==> config.mk <==
export PLATFORM = sky130hd
export DESIGN_NAME = mmio_hub
export DESIGN_NICKNAME = d
export VERILOG_FILES = /design/src/rtl/mmio_pkg.sv /design/src/rtl/keyb_fifo.sv /design/src/rtl/mmio_hub.sv
export SDC_FILE = /design/constraint.sdc
export NUM_CORES = 1
export LEC_CHECK = 0
export CORE_MARGIN = 1
export CORE_UTILIZATION = 52
export DETAILED_ROUTE_END_ITERATION = 10
export GPL_ROUTABILITY_DRIVEN = 0
export HOLD_SLACK_MARGIN = 0.15
export PLACE_DENSITY = 0.84
export SLEW_MARGIN = 0
export SYNTH_ARGS = -nofsm -noshare
export SYNTH_HDL_FRONTEND = slang
export SYNTH_SLANG_ARGS = --single-unit
==> constraint.sdc <==
create_clock -name clk -period 7.8 [get_ports clk]
set_input_delay 0.78 -clock clk [delete_from_list [all_inputs] [get_ports clk]]
set_output_delay 0.78 -clock clk [all_outputs]
set_load 0.05 [all_outputs]
==> src/rtl/mmio_pkg.sv <==
// mmio_pkg: shared definitions for the MMIO hub.
//   - Region page numbers (cpu_addr[31:16]) for data memory, screen memory
//     and the IO block.
//   - IO register offsets (cpu_addr[4:0]).
//   - Region enum plus a decode helper, and the screen-memory FSM states.
package mmio_pkg;

  localparam logic [15:0] DMEM_BASE = 16'h1001;
  localparam logic [15:0] SMEM_BASE = 16'h1002;
  localparam logic [15:0] IO_BASE   = 16'h1003;

  localparam logic [4:0] OFF_KEYB   = 5'h00;
  localparam logic [4:0] OFF_ACCEL  = 5'h04;
  localparam logic [4:0] OFF_SOUND  = 5'h08;
  localparam logic [4:0] OFF_LIGHTS = 5'h0C;
  localparam logic [4:0] OFF_KSTAT  = 5'h10;

  typedef enum logic [1:0] {
    REGION_DMEM,
    REGION_SMEM,
    REGION_IO,
    REGION_NONE
  } region_e;

  typedef enum logic {
    ST_IDLE,
    ST_WAIT
  } smem_state_e;

  function automatic region_e decode_region(input logic [15:0] page);
    case (page)
      DMEM_BASE: return REGION_DMEM;
      SMEM_BASE: return REGION_SMEM;
      IO_BASE:   return REGION_IO;
      default:   return REGION_NONE;
    endcase
  endfunction

endpackage

==> src/rtl/keyb_fifo.sv <==
// keyb_fifo: keyboard character queue.
// Ports:
//   clk, reset_n : clock, synchronous active-low reset (clears pointers/count)
//   push, din    : enqueue din; accepted when not full, or when full with a
//                  simultaneous pop
//   pop, dout    : dequeue; dout is the current head (valid when !empty)
//   count        : number of stored entries, 0..KEYQ_DEPTH
//   full, empty  : occupancy flags
// KEYQ_DEPTH must be a power of two so the pointers wrap by plain overflow.
module keyb_fifo #(
  parameter int wordsize   = 32,
  parameter int KEYQ_DEPTH = 8
) (
  input  logic                              clk,
  input  logic                              reset_n,
  input  logic                              push,
  input  logic                              pop,
  input  logic [wordsize-1:0]               din,
  output logic [wordsize-1:0]               dout,
  output logic [$clog2(KEYQ_DEPTH):0]       count,
  output logic                              full,
  output logic                              empty
);

  localparam int PW = $clog2(KEYQ_DEPTH);
  localparam int CW = PW + 1;
  localparam logic [CW-1:0] FULL_CNT = CW'(KEYQ_DEPTH);

  logic [wordsize-1:0] mem [KEYQ_DEPTH];
  logic [PW-1:0]       rd_ptr;
  logic [PW-1:0]       wr_ptr;
  logic                do_push;
  logic                do_pop;

  assign full  = (count == FULL_CNT);
  assign empty = (count == '0);
  assign dout  = mem[rd_ptr];

  // A pop frees the slot in the same edge, so a full queue can still accept.
  assign do_pop  = pop & ~empty;
  assign do_push = push & (~full | do_pop);

  always_ff @(posedge clk) begin
    if (!reset_n) begin
      rd_ptr <= '0;
      wr_ptr <= '0;
      count  <= '0;
    end else begin
      if (do_push) wr_ptr <= wr_ptr + 1'b1;
      if (do_pop)  rd_ptr <= rd_ptr + 1'b1;
      case ({do_push, do_pop})
        2'b10:   count <= count + 1'b1;
        2'b01:   count <= count - 1'b1;
        default: count <= count;
      endcase
    end
  end

  // Storage needs no reset; entries are only visible through count.
  always_ff @(posedge clk) begin
    if (do_push) mem[wr_ptr] <= din;
  end

endmodule

==> src/rtl/mmio_hub.sv <==
// mmio_hub: CPU memory-mapped IO hub.
// Decodes CPU accesses into data memory, screen memory (wait-stated) and an
// IO block holding the keyboard queue, accelerometer, sound and LED registers.
// Ports:
//   clk, reset_n                 : clock, synchronous active-low reset
//   cpu_req/cpu_wr/cpu_addr/
//   cpu_writedata                : CPU request, held until cpu_ready
//   cpu_readdata, cpu_ready      : read data and access-complete strobe
//   dmem_wr, dmem_readdata       : data-memory write strobe and read data
//   smem_wr, smem_readdata       : screen-memory write strobe and read data
//   keyb_valid, keyb_char        : one-cycle keystroke push
//   accel_val                    : accelerometer sample
//   sound_val, lights_val        : registered sound-period and LED values
// Handshake: the CPU raises cpu_req with stable cpu_wr/addr/writedata and
// holds them until the cycle cpu_ready is high; that cycle is the single
// cycle in which the access takes effect (register load, pop, smem_wr).
module mmio_hub
  import mmio_pkg::*;
#(
  parameter int wordsize   = 32,
  parameter int KEYQ_DEPTH = 8,
  parameter int SMEM_WAIT  = 2
) (
  input  logic                clk,
  input  logic                reset_n,
  input  logic                cpu_req,
  input  logic                cpu_wr,
  input  logic [wordsize-1:0] cpu_addr,
  input  logic [wordsize-1:0] cpu_writedata,
  output logic [wordsize-1:0] cpu_readdata,
  output logic                cpu_ready,
  output logic                dmem_wr,
  input  logic [wordsize-1:0] dmem_readdata,
  output logic                smem_wr,
  input  logic [wordsize-1:0] smem_readdata,
  input  logic                keyb_valid,
  input  logic [wordsize-1:0] keyb_char,
  input  logic [wordsize-1:0] accel_val,
  output logic [wordsize-1:0] sound_val,
  output logic [wordsize-1:0] lights_val
);

  localparam int CW = $clog2(KEYQ_DEPTH) + 1;
  // The IDLE cycle counts as the first wait cycle, so WAIT starts one lower.
  localparam logic [1:0] WAIT_LOAD = (SMEM_WAIT > 0) ? 2'(SMEM_WAIT - 1) : 2'd0;

  region_e     region;
  logic [4:0]  io_off;
  smem_state_e state_q, state_d;
  logic [1:0]  cnt_q, cnt_d;
  logic        smem_done;
  logic        ready_raw;
  logic        io_wr;
  logic        io_rd;
  logic        q_pop;
  logic        q_full;
  logic        q_empty;
  logic [CW-1:0]       q_count;
  logic [wordsize-1:0] q_dout;
  logic [wordsize-1:0] kstat;
  logic        overflow;
  logic        ovf_set;
  logic        unused_addr;

  assign region      = decode_region(cpu_addr[31:16]);
  assign io_off      = cpu_addr[4:0];
  assign unused_addr = ^cpu_addr[15:5];

  // Screen-memory wait-state FSM.
  always_ff @(posedge clk) begin
    if (!reset_n) begin
      state_q <= ST_IDLE;
      cnt_q   <= '0;
    end else begin
      state_q <= state_d;
      cnt_q   <= cnt_d;
    end
  end

  always_comb begin
    state_d   = state_q;
    cnt_d     = cnt_q;
    smem_done = 1'b0;
    case (state_q)
      ST_IDLE: begin
        if (cpu_req && region == REGION_SMEM) begin
          if (SMEM_WAIT == 0) begin
            smem_done = 1'b1;
          end else begin
            state_d = ST_WAIT;
            cnt_d   = WAIT_LOAD;
          end
        end
      end
      ST_WAIT: begin
        // A withdrawn request abandons the access without a strobe.
        if (!(cpu_req && region == REGION_SMEM)) begin
          state_d = ST_IDLE;
        end else if (cnt_q == 2'd0) begin
          smem_done = 1'b1;
          state_d   = ST_IDLE;
        end else begin
          cnt_d = cnt_q - 2'd1;
        end
      end
      default: state_d = ST_IDLE;
    endcase
  end

  assign ready_raw = (region == REGION_SMEM) ? smem_done : cpu_req;
  assign cpu_ready = reset_n & ready_raw;
  assign dmem_wr   = reset_n & cpu_req & cpu_wr & (region == REGION_DMEM);
  assign smem_wr   = cpu_ready & cpu_wr & (region == REGION_SMEM);

  assign io_wr   = cpu_ready & cpu_wr & (region == REGION_IO);
  assign io_rd   = cpu_ready & ~cpu_wr & (region == REGION_IO);
  assign q_pop   = io_rd & (io_off == OFF_KEYB) & ~q_empty;
  assign ovf_set = keyb_valid & q_full & ~q_pop;

  keyb_fifo #(
    .wordsize   (wordsize),
    .KEYQ_DEPTH (KEYQ_DEPTH)
  ) u_keyb_fifo (
    .clk     (clk),
    .reset_n (reset_n),
    .push    (keyb_valid),
    .pop     (q_pop),
    .din     (keyb_char),
    .dout    (q_dout),
    .count   (q_count),
    .full    (q_full),
    .empty   (q_empty)
  );

  always_comb begin
    kstat               = '0;
    kstat[CW-1:0]       = q_count;
    kstat[wordsize-1]   = overflow;
  end

  always_ff @(posedge clk) begin
    if (!reset_n) begin
      sound_val  <= '0;
      lights_val <= '0;
      overflow   <= 1'b0;
    end else begin
      if (io_wr && io_off == OFF_SOUND)  sound_val  <= cpu_writedata;
      if (io_wr && io_off == OFF_LIGHTS) lights_val <= cpu_writedata;
      // A fresh overflow in the same cycle as a clear is kept.
      if (ovf_set)                            overflow <= 1'b1;
      else if (io_wr && io_off == OFF_KSTAT)  overflow <= 1'b0;
    end
  end

  always_comb begin
    cpu_readdata = '0;
    if (cpu_req && reset_n) begin
      case (region)
        REGION_DMEM: cpu_readdata = dmem_readdata;
        REGION_SMEM: cpu_readdata = smem_readdata;
        REGION_IO: begin
          case (io_off)
            OFF_KEYB:   cpu_readdata = q_empty ? '0 : q_dout;
            OFF_ACCEL:  cpu_readdata = accel_val;
            OFF_SOUND:  cpu_readdata = sound_val;
            OFF_LIGHTS: cpu_readdata = lights_val;
            OFF_KSTAT:  cpu_readdata = kstat;
            default:    cpu_readdata = '0;
          endcase
        end
        default: cpu_readdata = '0;
      endcase
    end
  end

endmodule
== Word-level counts from Yosys, hierarchy flattened ==
Memories as Yosys holds them, arrays and structs flattened. A register that Yosys moved wholly into a read port is not among the register bits.
Index checks and enable logic that the tools add are counted.
Word-level totals
  RAM bits: 256
  bits of input ports: 197
  memories kept: 1
  logic and storage cells: 86
  register bits: 78
  output and inout port bits: 99
Operators by class
  bitwise logic cells: 21
  add/subtract/negate cells: 5
  reduce and logical (&&, ||, !) cells: 12
  eq/ne operators: 15
  multiplexer cells: 24
Memory list
  u_keyb_fifo.mem: depth 8, bits a word 32, read ports 1, clocked after memory_dff 1, wr ports 1, line keyb_fifo.sv:29  | logic [wordsize-1:0] mem [KEYQ_DEPTH];
Operators with widths (count)
  one-hot mux 32 bit (5 select lines): 1
  one-hot mux 32 bit (3 select lines): 1
  2-to-1 mux 32 bit: 2
  == test 16 x 13 -> 1 bit (second input constant): 3
  AND 1 bit: 15
  2-to-1 mux 1 bit: 11
  == test 5 x 4 -> 1 bit (second input constant): 2
  one-hot mux 4 bit (2 select lines): 1
  adder 3 x 1 -> 3 bit (second input constant): 2
  2-to-1 mux 2 bit: 3
  2-to-1 mux 3 bit: 2
  one-hot mux 2 bit (3 select lines): 1
  == test 5 x 3 -> 1 bit (second input constant): 1
  == test 5 bit (second input constant): 1
  logical AND 1 bit: 5
  logical NOT 5 bit: 1
  inverter 1 bit: 5
  adder 4 x 1 -> 4 bit (second input constant): 1
  == test 2 x 1 -> 1 bit (second input constant): 2
  == test 2 bit (second input constant): 2
  == test 4 bit (second input constant): 1
  logical NOT 2 bit: 2
  logical NOT 4 bit: 1
  != test 2 bit (second input constant): 2
  8 further kinds: 9

== Logic depth before layout (Yosys ltp) ==
Gate-level depths: netlist of run 1.
  depth after elaboration: 17
  mapped depth: 10
  mapped depth without buffers: 9

== Cells and area by module ==
From an unflattened synthesis of run 1, not the netlist that was laid out.
Second synthesis, totals
  cells, all modules: 1059
  area, all modules: 15144.5 µm²
Modules (own cells, without submodules)
  keyb_fifo: area each 10433.8 µm², instances 1, cells an instance 457, seq. area each 7947.6 µm²
  mmio_hub: area each 4710.8 µm², instances 1, cells an instance 602, seq. area each 1361.3 µm²

== Least setup slack after synthesis of run 1 ==
OpenSTA, ideal clock, no wires.
  kind: in2reg
  start: input cpu_addr[4]
  end: memory u_keyb_fifo.mem[3][0] (enable)
  buffers on the path: 1
  setup time: 513 ps
  setup slack: 2084 ps
  data required time: 7287 ps
  arrival: 5203 ps
  stages on the path: 5
  cells stage by stage: or3_4 nor4_1 a21oi_1 buf_2 nor4b_1
Between the ends
  longest elaborated chain between the ends: 8
Ends and longest elaborated chain
  start: declaration: line mmio_hub.sv:28  | input logic [wordsize-1:0] cpu_addr,
  logical NOT 5 bit: line mmio_hub.sv:117  | assign q_pop = io_rd & (io_off == OFF_KEYB) & ~q_empty;
  AND 1 bit (2 in series): line mmio_hub.sv:117
  AND 1 bit: line keyb_fifo.sv:40  | assign do_pop = pop & ~empty;
  OR 1 bit: line keyb_fifo.sv:41  | assign do_push = push & (~full | do_pop);
  AND 1 bit: line keyb_fifo.sv:41
  2-to-1 mux 1 bit: line keyb_fifo.sv:61  | if (do_push) mem[wr_ptr] <= din;
  2-to-1 mux 1 bit (implied by the code): line keyb_fifo.sv:61
  end: declaration: line keyb_fifo.sv:29
No other way between the ends.

== Final worst setup path of run 1 ==
  start: input cpu_addr[23]
  end: output cpu_readdata[16]
Between the ends
  longest elaborated chain between the ends: 5
  elaborated cells between the ends (all ways): 9
  classes of those cells: eq/ne (5); mux (3); reduce/logical (1)
Ends and longest elaborated chain
  == test 16 x 13 -> 1 bit: line mmio_pkg.sv:31  | case (page)
  one-hot mux 2 bit (3 select lines) (*): line mmio_pkg.sv:31
  == test 2 bit (tied with other cells): line mmio_hub.sv:158  | case (region)
  one-hot mux 32 bit (3 select lines) (*): line mmio_hub.sv:158
  2-to-1 mux 32 bit (*): line mmio_hub.sv:157  | if (cpu_req && reset_n) begin
  end: declaration: line mmio_hub.sv:30  | output logic [wordsize-1:0] cpu_readdata,
Mark *: on every way between the ends. The rest lies on a longest branch, timed or not.

==> results.cfg, run 1 <==
[status]
status = complete, no violations

[worst_setup_path]
endpoint_kind = primary output
cp_num_cells = 8
worst-endpoint-required_ps = 7020
cp-start-kind = primary input
reg2regPathDepth = 6
cp_max_fo = 33
critical_path.top_delay_family = buffers and inverters
cp_slowest_cell = nor4_1
arrival_ps = 4490
cpPeakStageDelay_ps = 950
path_cells = clkdlybuf4s50_1 -> nor4_1 -> nand4_1 -> nor3b_4 -> buf_4 -> a22oi_1 -> o22ai_1 -> clkdlybuf4s50_1
crit_top_cell = clkdlybuf4s50_1
path_buf_inv = 3
critPathKind = in2out

[pwr]
vdd_drop_max_mv = 0.141
power_density_nw_per_um2 = 202
p_comb_share_pct = 5.8
p_int_w = 0.00299
power.switching_w = 0.000777
power.leakage_nw = 5.76
p_seq_share_pct = 52.2
pwr-share-clk_pct = 42.0
switching_share_pct = 20.6

[die]
die-area_um2 = 28300
coreArea_um2 = 27000
rows = 60
die_w_um = 168
start_util_pct = 53.3
die_h_um = 168
io_pins = 296

[placed_design]
portBuffers = 284
dp_hpwl_um = 26900
dp_cells = 1648

[yosys]
synth_area_leaders = edfxtp_1 (53%), dfxtp_1 (11%), mux2i_1 (8.0%)
synth_top_area_share_pct = 53.4
ys_types = 46
synth_edf_count = 256
ys_ff_latch = 337
async_reset_ff_share_pct = 0
netlist_instances = 1080
netlist_area_um2 = 14400
post-synth-top-area-cell = edfxtp_1
postSynthNetCount = 1281
yosysSeqAreaShare_pct = 64.7
avgSynthCellArea_um2 = 13.3
ys.flop_type = edfxtp_1
yosys_warnings = 0

[clocking]
clk_latency_ps = 510
cts.reportedPaths.clkPinSlew_ps = 60
cts-buffers-inserted = 34
cts.sinks = 337
clk_path_buf_depth = 3
cts_root_buf = clkbuf_16
cts_setup_buffers = 0
h-tree-depth = 2
cts_resized = 0
tritoncts = yes
holdBufCountCts = 0

[global_route]
grt_max_degree = 59
grt_pass1_vias = 10664
track_usage_pct = 30.4
grt_first_pass_wirelength_um = 63500
antenna_found_initial = 2
overflow = 0

[sta]
timing.final.crit_share_pct = 67.5
tightest_slew_ps = 1120
period_needed_ps = 5270
rsz0062_at_grt = false
drv_slew = 0
skew_ps = 14.4
fin_setup_tns_ps = 0
finalSetupViolCount = 0
maxSlewHeadroom_pct = 24.7
final_hold_viol_count = 0
fmax_ghz = 0.190

[run]
maxCapViolCount = 0

[final_layout]
drive_gt1_share_pct = 10.3
final_cells = 1712
fin_nets = 1544
syn_to_final_growth_pct = 29.8

[routing]
totalWireLength_um = 43400
dr.pass1.iters = 5
via_per_inst = 6.35
vias = 10871
detail_route.wl_per_cell_um = 25.3
ant_nets = 0
drt_iter0_drc = 1144
drcViolationCount = 0

[worst_hold_path]
holdPathStages = 2
hold_path_class = reg2reg
[layout by cell type (no fill, tap or decap), drive strengths merged, types with 2 or more instances in the layout]
cell	count
clkdlybuf4s50	282
edfxtp	256
nand2	147
mux2i	115
a22oi	92
dfxtp	81
a21oi	72
clkbuf	40
mux2	33
a32oi	32
o22ai	30
buf	28
a22o	27
nor2	17
clkinv	12
mux4	10
and3	9
inv	7
nor4	7
nand4	6
nor3	6
nand3	5
or3	5
clkinvlp	5
and4	4
o21ai	4
nand2b	4
ha	4
diode	3
a31oi	3
bufinv	3
nor4b	3
nor3b	3
nor2b	3
xor2	2
and2	2
o21bai	2
[registers in the layout, summed over array words and instances, names as in the netlist, named ones only]
name and cells:
sound_val 32, overflow 1, u_keyb_fifo.mem 256, u_keyb_fifo.rd_ptr 3
cnt_q 2, u_keyb_fifo.wr_ptr 3, u_keyb_fifo.count 4, lights_val 32
state_q 1
[per-stage QoR]
| stage | hold slack (ps) | instance area [um2] | setup slack (ps) | total power (W) | util (%) |
|---|---|---|---|---|---|
| after global placement | 450 | 17600 | 2740 | 0.00221 | 65.1 |
| after CTS | 466 | 18700 | 2730 | 0.00378 | 69.1 |
| final | 467 | 18700 | 2530 | 0.00377 | 69.1 |
| after global routing | 480 | 18700 | 2390 | 0.00386 | 69.1 |
| after detailed placement | 459 | 17600 | 2740 | 0.00222 | 65.1 |
| after floorplan | 447 | 14400 | 2080 | 0.00207 | - |
[power by group through the flow]
stage	Sequential (W)	Clock (W)	Combinational, W
2_1_floorplan	0.00201	0	0.0000678
3_3_place_gp	0.00200	0	0.000209
3_5_place_dp	0.00201	0	0.000214
4_1_cts	0.00197	0.00159	0.000216
5_1_grt	0.00197	0.00166	0.000231
6_report	0.00197	0.00158	0.000219
[tightest hold or removal path: stages, from the launching register on]
cell and delay (ps):
dfxtp_1 320, nand2_1 50, a21oi_1 50
[synth_stat cells, types with 2 or more instances]
| library cell | count |
|---|---|
| a21oi_1 | 72 |
| a22o_1 | 27 |
| a22oi_1 | 92 |
| a31oi_1 | 3 |
| a32oi_1 | 32 |
| and2_1 | 2 |
| and3_1 | 9 |
| and4_1 | 4 |
| buf_1 | 2 |
| buf_2 | 27 |
| clkbuf_1 | 53 |
| dfxtp_1 | 81 |
| edfxtp_1 | 256 |
| ha_1 | 4 |
| inv_1 | 5 |
| mux2_2 | 33 |
| mux2i_1 | 115 |
| mux4_2 | 10 |
| nand2_1 | 147 |
| nand2b_1 | 4 |
| nand3_1 | 5 |
| nand4_1 | 5 |
| nor2_1 | 17 |
| nor2b_1 | 3 |
| nor3_1 | 5 |
| nor3b_2 | 3 |
| nor4_1 | 6 |
| nor4b_1 | 3 |
| o21ai_0 | 4 |
| o21bai_1 | 2 |
| o22ai_1 | 30 |
| or3_1 | 4 |
| xor2_1 | 2 |
[layout make-up]
type | count | area, um2
flip-flops and latches | 337 | 9310
multi-input cells | 654 | 4800
well taps | 341 | 427
repair buffers | 310 | 3030
diodes | 3 | 7.51
inverters | 6 | 22.5
clock buffers | 40 | 895
clock inverters | 21 | 185
fillers | 1821 | 8340
[path summary, 6_finish.rpt]
kind,from,endpoint,slack (ps)
hold reg to reg,sound_val[25],sound_val[25],470
setup reg to reg,u_keyb_fifo.count[0],u_keyb_fifo.mem[5][30],4690
setup / recovery,cpu_addr[23],cpu_readdata[16],2530
hold / removal,sound_val[25],sound_val[25],470
[layer usage]
layer	vias to the layer above	track usage (%)	wire (um)
met3	115	8.42	4680
met4	2	14.4	1910
li1	4735	-	-
met5	-	0	13
met2	672	49.9	20800
met1	5347	37.2	15900
[cell families after synthesis]
family	Yosys count	synth area share (%)
adder cells (fa/ha/maj)	4	0.348
XOR/XNOR	2	0.122
flip-flops	337	64.7
buffers and inverters	89	2.58
AO/OA/AOI/OAI	265	12.7
AND/OR/NAND/NOR	225	7.39
multiplexers	158	12.1
No activity file was read; power rests on OpenSTA's default activity.
==> inputs of run 2 (changes only) <==
clock period = 5.4 ns   (was 7.8 ns; I/O delays follow)
==> run 2 against run 1 <==
Against the previous run:
- non-clock buffer count fell by 1
- cell count about the same
- global-route usage shrank 1.0 points
==> results.cfg, run 2 (synthesis gave the netlist of run 1 again) <==
[clocking]
clk_path_buf_depth = 3
cts-buffers-inserted = 35
cts_resized = 0
cts.sinks = 337
clk_latency_ps = 510
cts_root_buf = clkbuf_16
cts_setup_buffers = 0
cts.reportedPaths.clkPinSlew_ps = 50
tritoncts = yes
holdBufCountCts = 0
h-tree-depth = 2

[routing]
ant_nets = 0
vias = 10742
dr_wl_met2_um = 20700
dr.pass1.iters = 5
totalWireLength_um = 42100
wl_met3_um = 4100
met1_length_um = 15800
drcViolationCount = 0
drt_iter0_drc = 1130
detail_route.wl_per_cell_um = 24.6
via_per_inst = 6.28
top_layer = met5

[sta]
timing.final.crit_share_pct = 84.6
maxSlewHeadroom_pct = 26.7
period_needed_ps = 4570
skew_ps = 14.6
hold_slack_ps = 469
rsz0062_at_grt = false
fmax_ghz = 0.219
finalSetupViolCount = 0
tightest_slew_ps = 1100
fin_setup_tns_ps = 0
drv_slew = 0
final_hold_viol_count = 0

[global_route]
antenna_found_initial = 2
track_usage_pct = 29.3
overflow = 0
grt_first_pass_wirelength_um = 62200
grt_max_degree = 77
grt_pass1_vias = 10591

[worst_setup_path]
crit_top_cell = clkdlybuf4s50_1
path_buf_inv = 3
endpoint_kind = primary output
path_cells = clkdlybuf4s50_1 -> nor4b_1 -> and4_1 -> nand4_1 -> buf_4 -> o22ai_1 -> clkdlybuf4s50_1
worst-endpoint-required_ps = 4860
critPathKind = in2out
cp_slowest_cell = clkdlybuf4s50_1
rrSetupSlack_ps = 2180
reg2regPathDepth = 6
cp-start-kind = primary input
cpPeakStageDelay_ps = 840
critical_path.top_delay_family = buffers and inverters
reg2reg_to = u_keyb_fifo.mem[1][9]
arrival_ps = 4030
r2r_start = u_keyb_fifo.count[0]
cp_max_fo = 20

[placed_design]
portBuffers = 284
dp_cells = 1647
dp_hpwl_um = 26500

[pwr]
p_int_w = 0.00438
p_comb_share_pct = 5.8
power.switching_w = 0.00112
vdd_drop_max_mv = 0.206
switching_share_pct = 20.3
power_density_nw_per_um2 = 293
pwr-share-clk_pct = 42.5
power.leakage_nw = 5.79
p_seq_share_pct = 51.7

[die]
die_w_um = 168
io_pins = 296
rows = 60
die-area_um2 = 28300
start_util_pct = 53.3
coreArea_um2 = 27000
die_h_um = 168

[final_layout]
final_cells = 1711
largest_register_ffs = 256
fillers = 1816
n_antenna_cell = 0
regMostFlops = u_keyb_fifo.mem
final_cell_mix = clkdlybuf4s50_1 (283), edfxtp_1 (256), nand2_1 (147)
reg.largest.list = u_keyb_fifo.mem (256), lights_val (32), sound_val (32)
drive_gt1_share_pct = 9.93
final_common_cell = clkdlybuf4s50_1
fin_nets = 1544
syn_to_final_growth_pct = 30.3

[worst_hold_path]
hold_path_class = reg2reg
holdPathStages = 2
hold_end = sound_val[13]
holdCritStartpoint = sound_val[13]

[run]
maxCapViolCount = 0

[status]
status = complete, no violations
-- run 2: changes by cell type in the layout (fill, tap and decap cells not counted), moves of 2 or more --
cell,before,now
clkbuf_1,5,13
clkbuf_8,0,4
clkinvlp_4,4,0
buf_4,26,22
diode_2,3,0
clkinv_1,7,5
clkinv_2,5,2
buf_12,0,3
-- run 2: power groups by stage --
stage               sequential [W]  clock [W]  combinational (W)
finish                     0.00284    0.00234           0.000318
detailed placement         0.00290          0           0.000313
floorplan                  0.00290          0          0.0000981
CTS                        0.00284    0.00236           0.000316
global placement           0.00290          0           0.000306
global route               0.00285    0.00246           0.000337
-- run 2: worst max-delay path by stage --
stage | from | end | slack (ps) | depth (start not counted)
after global routing | cpu_addr[22] | cpu_readdata[19] | 650 | 7
final | cpu_addr[26] | cpu_readdata[19] | 830 | 7
after global placement | cpu_addr[22] | cpu_readdata[19] | 940 | 7
after detailed placement | cpu_addr[22] | cpu_readdata[19] | 850 | 7
after floorplan | cpu_addr[4] | u_keyb_fifo.mem[2][0] | 220 | 5
after CTS | cpu_addr[22] | cpu_readdata[19] | 840 | 7
-- run 2: per-layer routing --
layer | GRT usage (%) | vias to the layer above
met3 | 7.08 | 113
met5 | 0 | -
met1 | 36.9 | 5228
li1 | - | 4746
met2 | 49.5 | 651
met4 | 10.6 | 4
-- run 2: area by class of cell --
| cell class | count | area [um2] | share of cell area [%] |
|---|---|---|---|
| Sequential cell | 337 | 9310 | 49.6 |
| Multi-Input combinational cell | 654 | 4810 | 25.7 |
| Timing Repair Buffer | 309 | 3060 | 16.3 |
| Clock buffer | 53 | 1000 | 5.36 |
| Tap cell | 341 | 427 | 2.27 |
| Clock inverter | 11 | 114 | 0.607 |
| Inverter | 6 | 22.5 | 0.120 |
-- run 2: through the flow --
| step | setup slack [ps] | area (um2) | util (%) | total power [W] |
|---|---|---|---|---|
| floorplan | 222 | 14400 | - | 0.00299 |
| global placement | 941 | 17600 | 65.3 | 0.00320 |
| detailed placement | 845 | 17600 | 65.3 | 0.00321 |
| CTS | 844 | 18800 | 69.4 | 0.00552 |
| global route | 655 | 18800 | 69.4 | 0.00564 |
| finish | 829 | 18800 | 69.4 | 0.00550 |
-- run 2: worst min-delay path, stage by stage (launching register included) --
cell     delay, ps
dfxtp_1        310
nand2_1         60
a21oi_1         50
==> inputs of run 3 (changes only) <==
clock period = 4.5 ns   (was 5.4 ns; I/O delays follow)
==> run 3 against run 2 <==
Against the previous run:
- die area did not move
- critical endpoint is now cpu_readdata[11]
- core utilization rose by 1.2 points
- first-iteration DRC count fell by 14%
- via count fell by 1.1%
- setup slack got worse by 72 ps
- non-clock buffer count rose by 4
- cell count rose by 0.12%
- clock skew rose by 8.9 ps
- flip-flop and latch count did not move
- hold slack barely moved
- total power rose by 19%
- clock power rose by 17%
==> results.cfg, run 3 (synthesis gave the netlist of run 1 again) <==
[status]
status = complete, no violations

[final_layout]
regMostFlops = u_keyb_fifo.mem
fin_area_um2 = 19100
final_cell_mix = edfxtp_1 (256), clkdlybuf4s50_1 (249), nand2_1 (147)
reg.largest.list = u_keyb_fifo.mem (256), lights_val (32), sound_val (32)
final_common_cell = edfxtp_1
syn_to_final_growth_pct = 32.6
largest_register_ffs = 256
n_antenna_cell = 0
fin_nets = 1547
drive_gt1_share_pct = 12.7

[global_route]
track_usage_pct = 29.1
grt_first_pass_wirelength_um = 61500
overflow = 0
grt_pass1_vias = 10462
antenna_found_initial = 2
grt_max_degree = 72

[worst_setup_path]
reg2reg_to = u_keyb_fifo.mem[5][16]
path_cells = clkdlybuf4s50_1 -> nor4_1 -> nand4_1 -> nor3b_4 -> buf_4 -> a22oi_1 -> o22ai_1 -> buf_12
crit_start = cpu_addr[22]
cpPeakStageDelay_ps = 610
cp_num_cells = 8
worst-endpoint-required_ps = 4050
rrSetupSlack_ps = 1350
reg2regPathDepth = 6
endpoint_kind = primary output
critical_path.top_delay_family = simple AND/OR/NAND/NOR gates
r2r_start = u_keyb_fifo.count[1]
critPathKind = in2out
cp_slowest_cell = nor4_1
path_buf_inv = 3
cp_max_fo = 33
crit_path_end = cpu_readdata[11]
cp-start-kind = primary input
arrival_ps = 3290

[pwr]
switching_share_pct = 20.4
power_density_nw_per_um2 = 342
p_comb_share_pct = 5.8
p_seq_share_pct = 52.3
pwr-share-clk_pct = 41.9
power.switching_w = 0.00133
vdd_drop_max_mv = 0.309
p_int_w = 0.00519
power.leakage_nw = 5.95

[sta]
timing.final.crit_share_pct = 83.2
tightest_slew_ps = 1300
finalSetupViolCount = 0
rsz0062_at_grt = false
maxSlewHeadroom_pct = 13.0
period_needed_ps = 3740
final_hold_viol_count = 0
hold_slack_ps = 468
fin_setup_tns_ps = 0
skew_ps = 23.5
fmax_ghz = 0.267
drv_slew = 0

[die]
die_w_um = 168
die_h_um = 168
coreArea_um2 = 27000
rows = 60
start_util_pct = 53.3
die-area_um2 = 28300
io_pins = 296

[routing]
top_layer = met5
dr_wl_met2_um = 20600
ant_nets = 0
totalWireLength_um = 41900
dr.pass1.iters = 5
via_per_inst = 6.20
drt_iter0_drc = 973
wl_met3_um = 3540
met1_length_um = 16000
drcViolationCount = 0
vias = 10624
detail_route.wl_per_cell_um = 24.4

[placed_design]
dpl_cell_area_um2 = 18000
portBuffers = 284
dp_hpwl_um = 26600

[clocking]
tritoncts = yes
cts.sinks = 337
cts.reportedPaths.clkPinSlew_ps = 60
holdBufCountCts = 0
h-tree-depth = 2
cts_resized = 0
cts_setup_buffers = 0
clk_path_buf_depth = 3
cts-buffers-inserted = 34
clk_latency_ps = 520
cts_root_buf = clkbuf_16

[worst_hold_path]
hold_path_class = reg2reg

[run]
maxCapViolCount = 0
-- run 3: cell types whose count changed in the layout (fill, tap and decap cells not counted), sizes merged --
cell	previous run	this run
clkdlybuf4s50	283	249
buf	26	64
clkinvlp	0	2
inv	7	6
clkbuf	53	49
clkinv	8	9
-- run 3: worst min path at each step --
stage,startpoint,endpoint,depth (start not counted)
floorplan,state_q,state_q,1
global placement,lights_val[26],lights_val[26],2
detailed placement,lights_val[9],lights_val[9],2
CTS,lights_val[9],lights_val[9],2
global route,lights_val[19],lights_val[19],2
finish,lights_val[9],lights_val[9],2
-- run 3: stage by stage --
stage,utilization [%],instances,setup WS (ps),power (W)
2_1_floorplan,-,1080,-588,0.00359
3_3_place_gp,66.6,1651,869,0.00384
3_5_place_dp,66.6,1651,789,0.00385
4_1_cts,70.6,1713,803,0.00655
5_1_grt,70.6,1713,614,0.00670
6_report,70.6,1713,758,0.00652
-- run 3: power by group through the flow --
| stage | Combinational, W | Clock, W | Sequential (W) |
|---|---|---|---|
| 6_report | 0.000379 | 0.00273 | 0.00341 |
| 4_1_cts | 0.000377 | 0.00276 | 0.00341 |
| 3_3_place_gp | 0.000366 | 0 | 0.00347 |
| 2_1_floorplan | 0.000118 | 0 | 0.00348 |
| 3_5_place_dp | 0.000374 | 0 | 0.00348 |
| 5_1_grt | 0.000402 | 0.00288 | 0.00341 |
-- run 3: layout make-up --
cell class                      instances  area (um2)
Sequential cell                       337        9310
Fill cell                            1738        7950
Multi-Input combinational cell        654        4810
Timing Repair Buffer                  313        3420
Clock buffer                           49         948
Tap cell                              341         427
Clock inverter                         13         135
Inverter                                6        22.5
-- run 3: worst min-delay path: stages, from the launching register on --
cell	delay (ps)
dfxtp_1	310
nand2_1	60
a21oi_1	50
-- run 3: routing by layer --
layer	vias up	track usage, %
met2	576	48.3
met1	5214	36.9
met4	2	13.0
li1	4737	-
met3	95	6.09
met5	-	0
